`src/rtl/img_pkg.sv`:
```
// Shared pixel/window types for the 3x3 window stream (producer and filter stage).
package img_pkg;

  // Pixel width used by the shared window types; matches the default DATA_BW of window_gen.
  localparam int unsigned PIX_BW  = 8;
  localparam int unsigned WIN_PIX = 9;

  typedef logic [PIX_BW-1:0]  pix_t;
  typedef pix_t [WIN_PIX-1:0] win_t;

  typedef enum logic [0:0] {
    StFill,
    StRun
  } wg_state_e;

  // Pixel i (row-major, top-left = 0) lands in the MSB end; the filter's unpack mirrors this.
  function automatic logic [PIX_BW*WIN_PIX-1:0] pack_win(input win_t w);
    logic [PIX_BW*WIN_PIX-1:0] flat;
    flat = '0;
    for (int i = 0; i < WIN_PIX; i++) begin
      flat[PIX_BW*WIN_PIX-1-i*PIX_BW -: PIX_BW] = w[i];
    end
    return flat;
  endfunction

endpackage

```
`src/rtl/line_buf.sv`:
```
// Single-line pixel store: synchronous write, asynchronous read of the same address.
module line_buf #(
  parameter int unsigned DEPTH = 16,
  parameter int unsigned WIDTH = 8
) (
  input  logic                     clk_i,
  input  logic                     we_i,
  input  logic [$clog2(DEPTH)-1:0] addr_i,
  input  logic [WIDTH-1:0]         wdata_i,
  output logic [WIDTH-1:0]         rdata_o
);

  logic [WIDTH-1:0] mem_q [DEPTH];

  // Storage is deliberately not reset; stale lines are overwritten before they reach a window.
  always_ff @(posedge clk_i) begin
    if (we_i) begin
      mem_q[addr_i] <= wdata_i;
    end
  end

  // Read returns the old content during a write cycle (read-before-write).
  assign rdata_o = mem_q[addr_i];

endmodule

```
`src/rtl/window_gen.sv`:
```
// Raster-to-window converter: buffers two lines and emits every interior 3x3 neighbourhood.
module window_gen
  import img_pkg::*;
#(
  parameter int unsigned DATA_BW = 8,
  parameter int unsigned IMG_W   = 16,
  parameter int unsigned IMG_H   = 16
) (
  input  logic                   i_clk,
  input  logic                   i_rst,
  input  logic                   i_dxi_in_valid,
  input  logic [DATA_BW-1:0]     i_dxi_in_data,
  output logic                   o_dxi_in_ready,
  output logic                   o_dxi_out_valid,
  output logic [DATA_BW*9-1:0]   o_dxi_out_data,
  input  logic                   i_dxi_out_ready,
  output logic                   o_frame_done
);

  localparam int unsigned CW     = $clog2(IMG_W);
  localparam int unsigned RW     = $clog2(IMG_H);
  localparam int unsigned OUT_BW = DATA_BW * WIN_PIX;

  localparam logic [CW-1:0] COL_LAST = CW'(IMG_W - 1);
  localparam logic [CW-1:0] COL_TWO  = CW'(2);
  localparam logic [RW-1:0] ROW_LAST = RW'(IMG_H - 1);
  localparam logic [RW-1:0] ROW_ONE  = RW'(1);

  wg_state_e state_q, state_d;
  logic [CW-1:0] col_q, col_d;
  logic [RW-1:0] row_q, row_d;

  logic [DATA_BW-1:0] win_q [3][3];
  logic [DATA_BW-1:0] win_d [3][3];
  logic [OUT_BW-1:0]  win_flat;

  logic              out_valid_q, out_valid_d;
  logic [OUT_BW-1:0] out_data_q, out_data_d;
  logic              out_last_q, out_last_d;

  logic [DATA_BW-1:0] lb0_rd, lb1_rd;
  logic in_accept, out_accept, win_done, pix_last;

  // A stalled window blocks intake so it can never be overwritten before it is taken.
  assign o_dxi_in_ready = !out_valid_q || i_dxi_out_ready;
  assign in_accept      = i_dxi_in_valid && o_dxi_in_ready;
  assign out_accept     = out_valid_q && i_dxi_out_ready;
  assign pix_last       = (row_q == ROW_LAST) && (col_q == COL_LAST);
  // StRun is exactly row >= 2, so this is the row>=2 && col>=2 completion test.
  assign win_done       = in_accept && (state_q == StRun) && (col_q >= COL_TWO);

  // lb0 holds the previous line, lb1 the one before; both advance on every accepted pixel.
  line_buf #(
    .DEPTH(IMG_W),
    .WIDTH(DATA_BW)
  ) u_lb0 (
    .clk_i  (i_clk),
    .we_i   (in_accept),
    .addr_i (col_q),
    .wdata_i(i_dxi_in_data),
    .rdata_o(lb0_rd)
  );

  line_buf #(
    .DEPTH(IMG_W),
    .WIDTH(DATA_BW)
  ) u_lb1 (
    .clk_i  (i_clk),
    .we_i   (in_accept),
    .addr_i (col_q),
    .wdata_i(lb0_rd),
    .rdata_o(lb1_rd)
  );

  // Raster counters and fill/run phase, advanced only by accepted pixels.
  always_comb begin
    state_d = state_q;
    col_d   = col_q;
    row_d   = row_q;
    if (in_accept) begin
      if (col_q == COL_LAST) begin
        col_d = '0;
        row_d = (row_q == ROW_LAST) ? '0 : row_q + 1'b1;
      end else begin
        col_d = col_q + 1'b1;
      end
      unique case (state_q)
        StFill:  if ((row_q == ROW_ONE) && (col_q == COL_LAST)) state_d = StRun;
        StRun:   if (pix_last) state_d = StFill;
        default: state_d = StFill;
      endcase
    end
  end

  // Shift the 3x3 window left and load the new right-hand column from the line buffers.
  always_comb begin
    win_d = win_q;
    if (in_accept) begin
      win_d[0][0] = win_q[0][1];
      win_d[0][1] = win_q[0][2];
      win_d[0][2] = lb1_rd;
      win_d[1][0] = win_q[1][1];
      win_d[1][1] = win_q[1][2];
      win_d[1][2] = lb0_rd;
      win_d[2][0] = win_q[2][1];
      win_d[2][1] = win_q[2][2];
      win_d[2][2] = i_dxi_in_data;
    end
  end

  // Row-major packing of the next window, pixel 0 in the MSBs.
  for (genvar r = 0; r < 3; r++) begin : g_pack_row
    for (genvar k = 0; k < 3; k++) begin : g_pack_col
      assign win_flat[OUT_BW-1-(3*r+k)*DATA_BW -: DATA_BW] = win_d[r][k];
    end
  end

  // Output register: a completed window replaces the current one, otherwise hold until taken.
  always_comb begin
    out_valid_d = out_valid_q;
    out_data_d  = out_data_q;
    out_last_d  = out_last_q;
    if (out_accept) begin
      out_valid_d = 1'b0;
    end
    if (win_done) begin
      out_valid_d = 1'b1;
      out_data_d  = win_flat;
      out_last_d  = pix_last;
    end
  end

  // Control and output state; reset overrides every other event.
  always_ff @(posedge i_clk) begin
    if (i_rst) begin
      state_q     <= StFill;
      col_q       <= '0;
      row_q       <= '0;
      out_valid_q <= 1'b0;
      out_data_q  <= '0;
      out_last_q  <= 1'b0;
    end else begin
      state_q     <= state_d;
      col_q       <= col_d;
      row_q       <= row_d;
      out_valid_q <= out_valid_d;
      out_data_q  <= out_data_d;
      out_last_q  <= out_last_d;
    end
  end

  // Window pixels need no reset: every emitted window is fully reloaded from fresh pixels.
  always_ff @(posedge i_clk) begin
    win_q <= win_d;
  end

  assign o_dxi_out_valid = out_valid_q;
  assign o_dxi_out_data  = out_data_q;
  assign o_frame_done    = out_accept && out_last_q;

endmodule

```
`config.mk`:
```
export PLATFORM = sky130hd
export DESIGN_NAME = window_gen
export DESIGN_NICKNAME = d
export VERILOG_FILES = /design/src/rtl/img_pkg.sv /design/src/rtl/line_buf.sv /design/src/rtl/window_gen.sv
export SDC_FILE = /design/constraint.sdc
export NUM_CORES = 1
export LEC_CHECK = 0
export BUFFER_PORTS_ARGS = -buffer_cell sky130_fd_sc_hd__buf_2
export CAP_MARGIN = 20
export CORE_MARGIN = 8
export CORE_UTILIZATION = 47
export CTS_CLUSTER_DIAMETER = 200
export DETAILED_ROUTE_END_ITERATION = 10
export GPL_TIMING_DRIVEN = 0
export PLACE_DENSITY_LB_ADDON = 0.12
export REMOVE_ABC_BUFFERS = 1
export SLEW_MARGIN = 20
export SYNTH_ARGS = -nofsm -noshare
export SYNTH_HDL_FRONTEND = slang
export SYNTH_SLANG_ARGS = --single-unit
export TNS_END_PERCENT = 5
```
`constraint.sdc`:
```
create_clock -name i_clk -period 3.2 [get_ports i_clk]
set_clock_uncertainty 0.1 [all_clocks]
set_input_delay 0.32 -clock i_clk [delete_from_list [all_inputs] [get_ports i_clk]]
set_output_delay 0.32 -clock i_clk [all_outputs]
set_load 0.01 [all_outputs]
```
==> metrics.cfg, run 1 <==
[clocking]
cts_tree = built
hold_buffers = 0
cts_buffers = 42
cts.sinks = 391
cts_resized = 0
postCtsSetupBuffers = 0
cts_root_buf = clkbuf_16
cts-htree-levels = 2
insertion_delay_ns = 0.53
clk_path_buf_depth = 3
path_clk_slew_ns = 0.06

[timing]
whs_ns = 0.0632
hold_viol = 0
maxSlewViolCount = 0
worstMarginPinSlew_ns = 0.861
fin_crit_sh = 0.915
setup_viol = 0
rsz0062_at_grt = false
max-slew-margin-rel = 0.425
fmax_ghz = 0.342
fin_ws_ns = 0.272
finalSetupTns_ns = 0
min_period_ns = 2.93

[floorplan]
die_w_um = 194
die_y_um = 194
floorplan.rows = 65
num_io_pins = 87
dieArea_mm2 = 0.0375
core_area_mm2 = 0.0313
start_util = 0.474

[pwr]
p_leak_nw = 6.03
power.switching_w = 0.00241
power_w = 0.0109
powerDensity_mw_per_mm2 = 637
power.share.clock = 0.417
internal_power_w = 0.00854
pwr-share-comb = 0.062
peakVddDrop_uv = 446
seqPwrFrac = 0.521
switching_share = 0.220

[drt]
vias = 8555
drtIter0Drc = 388
drc = 0
firstDrtPassIters = 4
wire_per_inst_um = 20.4
wirelength_um = 31800
vias_per_cell = 5.49
ant_nets = 0

[setup_path]
max_stage_delay_ns = 0.81
setup.worst_path.end_class = flip-flop
arrival_ns = 3.24
critPathRequiredTime_ns = 3.51
r2r_cells = 4
crit_path_max_fanout = 36
start_kind = flip-flop
rrSetupSlack_ns = 0.27
critPathSlowestCell = dfxtp_4
r2r_end = win_q[26]
path_class = flip-flop to flip-flop
crit_path_cell_trace = mux4_2 > a22oi_1 > nand2_1 > mux2_4

[global_route]
gr-total-overflow = 0
globalRouteMet2Util = 0.288
antenna_found_initial = 0
grt_first_pass_wirelength_um = 50500
grtUsageMet1 = 0.217
grt_pass1_vias = 8773
grt_use_total = 0.169
globalRouteMet3Util = 0.0293
grt-busiest-layer = met2
grt_max_degree = 63

[synth]
synthXorXnorAreaFrac = 0.00236
synthTopCellsByCount = 256 x edfxtp_1, 165 x nand2_1, 135 x dfxtp_1
synth_ff_type = edfxtp_1
syn_area_per_cell_um2 = 14.2
synth_top_area_frac = 0.518
synth_top_cell_by_area = edfxtp_1
ys_seq_elements = 391
yosys-mux-area-fraction = 0.0992
synth_edf_count = 256
synth_adder_area_share = 0.00505
seq_area_frac_synth = 0.700
synth-compound-area-share = 0.0617
syn_area_mm2 = 0.0149
synth.distinct_cells = 46
ys_top_cells_by_area = edfxtp_1 52%, dfxtp_1 18%, mux4_2 4.7%
yosysMostFrequentCell = edfxtp_1
yosys_warnings = 0
synth_cells = 1047
async_reset_ff_frac = 0
synthSimpleGateAreaFrac = 0.102
synth_top_family_by_area = simple AND/OR/NAND/NOR gates

[hold_path]
min_to = o_dxi_out_data[71]
whs_path_depth = 2
hold_path.class = primary input to flip-flop
worstHoldStart = i_rst

[job]
maxCapViolations = 0

[placed_design]
portBuffers = 86
routabilityCongestion = 0.724
place_ws_ns = 0.219
dp_hpwl_um = 20100

[finish]
final_util = 0.548
drive_gt1_frac = 0.223
nets = 1143
antennaDiodeCount = 0
area_growth_syn_to_layout_pct = 15.6

[run_status]
status = finished clean

==> power by group through the flow <==
stage                     logic, W  registers (W)  clock network [W]
after floorplan           0.000415        0.00580                  0
after global placement    0.000647        0.00584                  0
after detailed placement  0.000690        0.00581                  0
after CTS                 0.000692        0.00571            0.00466
after global routing      0.000746        0.00572            0.00487
final                     0.000679        0.00570            0.00456
==> through the flow <==
stage               instance area, µm²  cells
floorplan                        14400    967
global placement                 15400   1455
detailed placement               15900   1483
CTS                              17200   1557
global route                     17200   1557
finish                           17200   1557
==> worst max path at each step <==
| stage | cells after the start | start | endpoint |
|---|---|---|---|
| 3_3_place_gp | 5 | i_dxi_in_valid | u_lb1.mem_q[1][6] |
| 2_1_floorplan | 4 | o_dxi_out_valid | u_lb0.mem_q[0][0] |
| 4_1_cts | 4 | flip-flop | win_q[26] |
| 5_1_grt | 5 | col_q[2] | o_dxi_out_data[30] |
| 3_5_place_dp | 4 | flip-flop | win_q[26] |
| 6_report | 4 | flip-flop | win_q[26] |
==> layer usage <==
metal  share of wire  routed length [µm]
met3           0.035                1100
met5               0                   0
met1            0.44               14000
met2            0.49               15800
met4           0.029                 935
==> critical path: cells and delay by family (launching register included) <==
family,cells,cell delay (ns)
AOI/OAI and AO/OA,1,0.24
DFF,1,0.81
muxes,2,1.08
and+or+nand+nor,1,0.54
==> logic make-up (layout without fill, tap and decap cells) <==
group,Yosys count,after routing
xor gates and xnor gates,4,4
muxes,104,104
adders and majority gates,6,6
DFF,391,391
AOI/OAI and AO/OA,146,146
buffers and inverters,86,194
and+or+nand+nor,310,310
==> cell type report <==
cell class | instances | area (µm²)
Fill cell | 2604 | 14100
Sequential cell | 391 | 10400
Multi-Input combinational cell | 570 | 4090
Clock buffer | 57 | 1160
Timing Repair Buffer | 114 | 851
Tap cell | 402 | 503
Clock inverter | 17 | 136
Inverter | 6 | 22.5
==> cells in the final DEF (no fill, tap or decap), drive strengths merged, types with 2 or more instances in the layout <==
master / instances
nand4: 58
clkbuf: 57
nand3b: 9
a21oi: 78
xor2: 2
o21ai: 2
nand2b: 3
edfxtp: 256
mux2: 8
nand3: 5
nor2b: 5
bufinv: 2
o31ai: 8
ha: 6
nor2: 27
a21o: 8
clkinv: 13
and2: 2
inv: 7
mux2i: 64
buf: 114
dfxtp: 135
nor3b: 8
or3: 2
xnor2: 2
nor3: 15
a22oi: 48
nand2: 169
mux4: 32
and3: 4
==> sequential cells by signal, summed over array words and instances, names as in the netlist, named ones only <==
signal,flops
o_dxi_out_valid,1
out_last_q,1
o_dxi_out_data,72
u_lb1.mem_q,128
col_q,4
row_q,4
u_lb0.mem_q,128
state_q,1
win_q,48
(Power assumes the default switching activity.)
==> run 2, diff against run 1 <==
SYNTH_HIERARCHICAL = 1   (was unset)
==> metrics.cfg, run 2 <==
[drt]
ant_nets = 0
met1_length_um = 13000
vias = 7754
routed-wl-met3_um = 1430
vias_per_cell = 5.35
firstDrtPassIters = 4
top_layer = met4
drtIter0Drc = 379
wire_per_inst_um = 20.3
wirelength_um = 29400
met2WireLength_um = 14500
drc = 0

[synth]
async_reset_ff_frac = 0
synth.distinct_cells = 48
synth_edf_count = 256
seq_area_frac_synth = 0.687
ys_seq_elements = 387
ys_top_cells_by_area = edfxtp_1 51%, dfxtp_1 17%, mux4_2 9.6%
syn_area_mm2 = 0.0150
yosys_warnings = 6
yosysMostFrequentCell = edfxtp_1
syn_area_per_cell_um2 = 16.1
synth_ff_type = edfxtp_1
synthTopCellsByCount = 256 x edfxtp_1, 166 x nand2_1, 131 x dfxtp_1
synth_cells = 930
synth_top_area_frac = 0.513
synth_top_cell_by_area = edfxtp_1

[clocking]
postCtsSetupBuffers = 0
cts_tree = built
clk_path_buf_depth = 3
hold_buffers = 0
cts_buffers = 40
cts.sinks = 387
cts-htree-levels = 2
cts_root_buf = clkbuf_16
insertion_delay_ns = 0.53
path_clk_slew_ns = 0.06

[timing]
hold_viol = 0
min_period_ns = 3.03
fmax_ghz = 0.330
whs_ns = 0.0533
maxSlewViolCount = 0
fin_crit_sh = 0.946
setup_viol = 0
rsz0062_at_grt = false
worstMarginPinSlew_ns = 1.02
max-slew-margin-rel = 0.316

[setup_path]
arrival_ns = 3.34
crit_path_max_fanout = 34
setup.worst_path.end_class = flip-flop
path_class = flip-flop to flip-flop
critPathRequiredTime_ns = 3.51
start_kind = flip-flop

[global_route]
grt_first_pass_wirelength_um = 46200
grt_pass1_vias = 8087
antenna_found_initial = 0
grt_use_total = 0.155
grt_max_degree = 103
gr-total-overflow = 0

[floorplan]
die_y_um = 195
floorplan.rows = 65
start_util = 0.477
core_area_mm2 = 0.0315
dieArea_mm2 = 0.0379
num_io_pins = 87
die_w_um = 195

[finish]
final_common_cell = edfxtp_1
fillers = 2545
area_growth_syn_to_layout_pct = 13.5
layout_common_cells = 256 x edfxtp_1, 166 x nand2_1, 128 x dfxtp_1, 86 x buf_2, 72 x mux2i_1
final_cells = 1448
nets = 1030
drive_gt1_frac = 0.269

[pwr]
p_leak_nw = 5.80
powerDensity_mw_per_mm2 = 637
peakVddDrop_uv = 407

[run_status]
status = finished clean

[hold_path]
hold_path.class = primary input to flip-flop

[placed_design]
routabilityCongestion = 0.786
portBuffers = 86
dp_hpwl_um = 17900
placed_cells = 1374

[job]
maxCapViolations = 0

-- run 2: cell types whose count changed in the layout (fill, tap and decap cells not counted), sizes merged, moves of 12 or more --
cell,change
nand4,-56
mux4,+32
a22oi,-16
a21oi,-73
mux2,+41
buf,-17
clkbuf,-12
-- run 2: kinds of logic (layout without fill, tap and decap cells) --
kind of cell | Yosys count | in the layout | share of synthesized area
buffers and inverters | 63 | 178 | 0.0337
DFF | 387 | 387 | 0.687
adders and majority gates | 4 | 4 | 0.00334
other | 0 | 1 | 0
and+or+nand+nor | 239 | 239 | 0.0679
AOI/OAI and AO/OA | 52 | 52 | 0.0268
muxes | 185 | 185 | 0.181
-- run 2: final cells by class --
| class | count | area (µm²) | share of cell area |
|---|---|---|---|
| well taps | 402 | 503 | 0.0295 |
| multi-input cells | 480 | 4240 | 0.249 |
| diodes | 1 | 2.50 | 0.000147 |
| inverters | 8 | 42.5 | 0.00250 |
| repair buffers | 97 | 638 | 0.0375 |
| flip-flops and latches | 387 | 10300 | 0.606 |
| clock buffers | 45 | 1020 | 0.0599 |
| clock inverters | 28 | 265 | 0.0156 |
-- run 2: metal layers --
layer | global-route usage | up-vias
met2 | 0.262 | 190
met3 | 0.0301 | 39
met1 | 0.202 | 3834
li1 | - | 3691
met5 | 0 | -
met4 | 0.0402 | 0
-- run 2: worst max-delay path: stages (launching register included) --
cell	delay [ns]
dfxtp_4	0.55
buf_16	0.29
mux4_2	0.55
a22oi_1	0.28
nand2_1	0.57
mux2_1	0.54
-- run 2: worst paths after layout --
check | startpoint | to | cells past startpoint | slack, ns
worst min register to register | o_dxi_out_data[50] | o_dxi_out_data[50] | 2 | 0.35
worst min-delay path | i_rst | col_q[2] | 2 | 0.05
worst max-delay path | col_q[0] | win_q[28] | 5 | 0.17
worst max register to register | col_q[0] | win_q[28] | 5 | 0.17
-- run 2: timing repair --
item                                    in CTS  in global routing
hold endpoints to repair                     0                  0
endpoints found under the setup margin       0                 45
resized for setup                            0                  4
-- run 2: power by group --
| part | switching, W | total [W] | internal [W] |
|---|---|---|---|
| combinational | 0.000385 | 0.000670 | 0.000285 |
| sequential | 0.000103 | 0.00565 | 0.00555 |
| clock | 0.00188 | 0.00452 | 0.00264 |
-- run 2: per-stage QoR --
step	setup WS, ns	TNS [ns]	cell area, µm²	total power (W)	utilization
final	0.172	0	17000	0.0108	0.541
after floorplan	-3.94	-743.55	14500	0.00619	-
after detailed placement	0.0212	0	15700	0.00644	0.500
after global routing	0.0107	0	17000	0.0112	0.541
after CTS	0.0564	0	17000	0.0110	0.541
after global placement	-7.13	-1703.30	15500	0.00645	0.491
==> run 3, diff against run 2 <==
ABC_AREA = 1   (was unset)
==> metrics.cfg, run 3 <==
[finish]
fillers = 3392
regArea_mm2 = 0.0108
antennaDiodeCount = 0
multi_input_area_mm2 = 0.00510
area_growth_syn_to_layout_pct = 12.9
top_regs = u_lb0/mem_q x128, u_lb1/mem_q x128
nets = 2103
drive_gt1_frac = 0.0830
final_util = 0.534
final_cells = 2588
layout_common_cells = 995 x nand2_1, 256 x edfxtp_1, 224 x inv_1, 192 x nor2_1, 153 x dfxtp_1
final_common_cell = nand2_1

[global_route]
globalRouteMet3Util = 0.0334
antenna_found_initial = 0
grt_max_degree = 81
grt_use_total = 0.176
grt_pass1_vias = 12300
grt-busiest-layer = met2
gr-total-overflow = 0
grt_first_pass_wirelength_um = 62200
grtUsageMet1 = 0.214
globalRouteMet2Util = 0.311

[timing]
setup_viol = 0
fmax_ghz = 0.334
hold_viol = 0
maxSlewViolCount = 0
max-slew-margin-rel = 0.378
min_period_ns = 3.00
fin_crit_sh = 0.937
rsz0062_at_grt = false
worstMarginPinSlew_ns = 0.929
whs_ns = 0.0639

[drt]
vias_per_cell = 4.78
vias = 12400
ant_nets = 0
firstDrtPassIters = 4
wire_per_inst_um = 14.5
wirelength_um = 37500
drtIter0Drc = 783
drc = 0

[synth]
synth_top_cell_by_area = edfxtp_1
yosysMostFrequentCell = nand2_1
synth_cells = 2034
synth.distinct_cells = 20
syn_area_per_cell_um2 = 8.46
async_reset_ff_frac = 0
syn_area_mm2 = 0.0172
synth_edf_count = 256
ys_top_cells_by_area = edfxtp_1 45%, nand2_1 22%, dfxtp_1 18%
synthTopCellsByCount = 1002 x nand2_1, 256 x edfxtp_1, 224 x inv_1
synth_ff_type = edfxtp_1
yosys_warnings = 6
synth_top_area_frac = 0.447
ys_seq_elements = 411
seq_area_frac_synth = 0.627

[clocking]
path_clk_slew_ns = 0.06
cts.sinks = 411
clk_path_buf_depth = 3
cts_tree = built
cts-htree-levels = 2
postCtsSetupBuffers = 0
cts_buffers = 44
cts_root_buf = clkbuf_16
insertion_delay_ns = 0.56

[setup_path]
r2r_cells = 4
start_kind = flip-flop
setup.worst_path.end = u_lb1/mem_q[10][3]
critPathRequiredTime_ns = 3.28
r2r_end = u_lb1/mem_q[10][3]
rrSetupSlack_ns = 0.20
path_class = flip-flop to flip-flop
arrival_ns = 3.08
crit_path_max_fanout = 66
setup.worst_path.end_class = flip-flop
crit_start = col_q[0]
r2r_start = col_q[0]

[floorplan]
start_util = 0.473
num_io_pins = 87
floorplan.rows = 70
die_y_um = 207
dieArea_mm2 = 0.0430
die_w_um = 207
core_area_mm2 = 0.0363

[pwr]
powerDensity_mw_per_mm2 = 607
peakVddDrop_uv = 409
p_leak_nw = 9.15

[hold_path]
hold_path.class = primary input to flip-flop

[run_status]
status = finished clean

[placed_design]
portBuffers = 86
dp_hpwl_um = 22000
placed_cells = 2508
routabilityCongestion = 0.753

[job]
maxCapViolations = 0

## run 3: cell types whose count changed after synthesis, sizes merged, moves of 32 or more
cell,previous run,this run
mux2i,72,0
nor2,28,194
mux2,49,0
inv,8,228
a22oi,32,0
buf,32,80
mux4,64,0
nand2,167,1004
nand3,6,88
## run 3: cells by family after synthesis
family / Yosys count / share of synthesized area
compound gates: 11 / 0.00342
flops: 411 / 0.627
simple gates: 1288 / 0.288
buf+inv: 320 / 0.0782
fa+ha+maj: 4 / 0.00291
## run 3: where the power goes
group          total [W]  switching, W  internal (W)
registers        0.00593     0.0000684       0.00586
clock network    0.00491       0.00204       0.00287
logic           0.000941      0.000682      0.000259
total             0.0118       0.00279       0.00899
## run 3: layer usage
layer,share of wire,wire (µm)
met5,0,0
met4,0.026,970
met3,0.041,1540
met2,0.49,18300
met1,0.44,16700
## run 3: area by class of cell
cell class	count	share of cell area
inverters	230	0.0453
flip-flops and latches	411	0.556
well taps	468	0.0302
clock inverters	19	0.00889
repair buffers	97	0.0347
multi-input cells	1303	0.263
clock buffers	60	0.0621
## run 3: worst max-delay path, cell delays in order (launching register included)
cell	delay, ns
dfxtp_4	0.52
buf_16	0.29
inv_4	0.56
nand3_1	0.32
nor2_1	0.72
## run 3: repair_timing
item / 4_1_cts / 5_1_grt
resized for setup: 5 / 5
hold buffers: 1 / 0
hold endpoints to repair: 1 / 0
pin swaps: 0 / 0
gates cloned: 0 / 0
endpoints found under the setup margin: 144 / 5
## run 3: worst min-delay path by stage
stage / start / to / slack (ns) / cells after the start
floorplan: i_rst / o_dxi_out_valid / 0.29 / 1
global placement: o_dxi_out_data[67] / o_dxi_out_data[67] / 0.36 / 2
detailed placement: o_dxi_out_data[43] / o_dxi_out_data[43] / 0.37 / 2
CTS: i_dxi_in_valid / win_q[70] / 0.03 / 4
global route: i_dxi_in_valid / win_q[70] / 0.05 / 4
finish: i_dxi_in_valid / win_q[62] / 0.06 / 4
## run 3: metrics by stage
| stage | TNS [ns] | setup slack [ns] | power [W] | cell area, µm² |
|---|---|---|---|---|
| after floorplan | -729.85 | -3.67 | 0.00666 | 16700 |
| after global placement | -2254.15 | -7.42 | 0.00698 | 17700 |
| after detailed placement | -47.90 | -0.580 | 0.00699 | 18000 |
| after CTS | 0 | 0.141 | 0.0119 | 19400 |
| after global routing | 0 | 0.0103 | 0.0123 | 19400 |
| final | 0 | 0.202 | 0.0118 | 19400 |
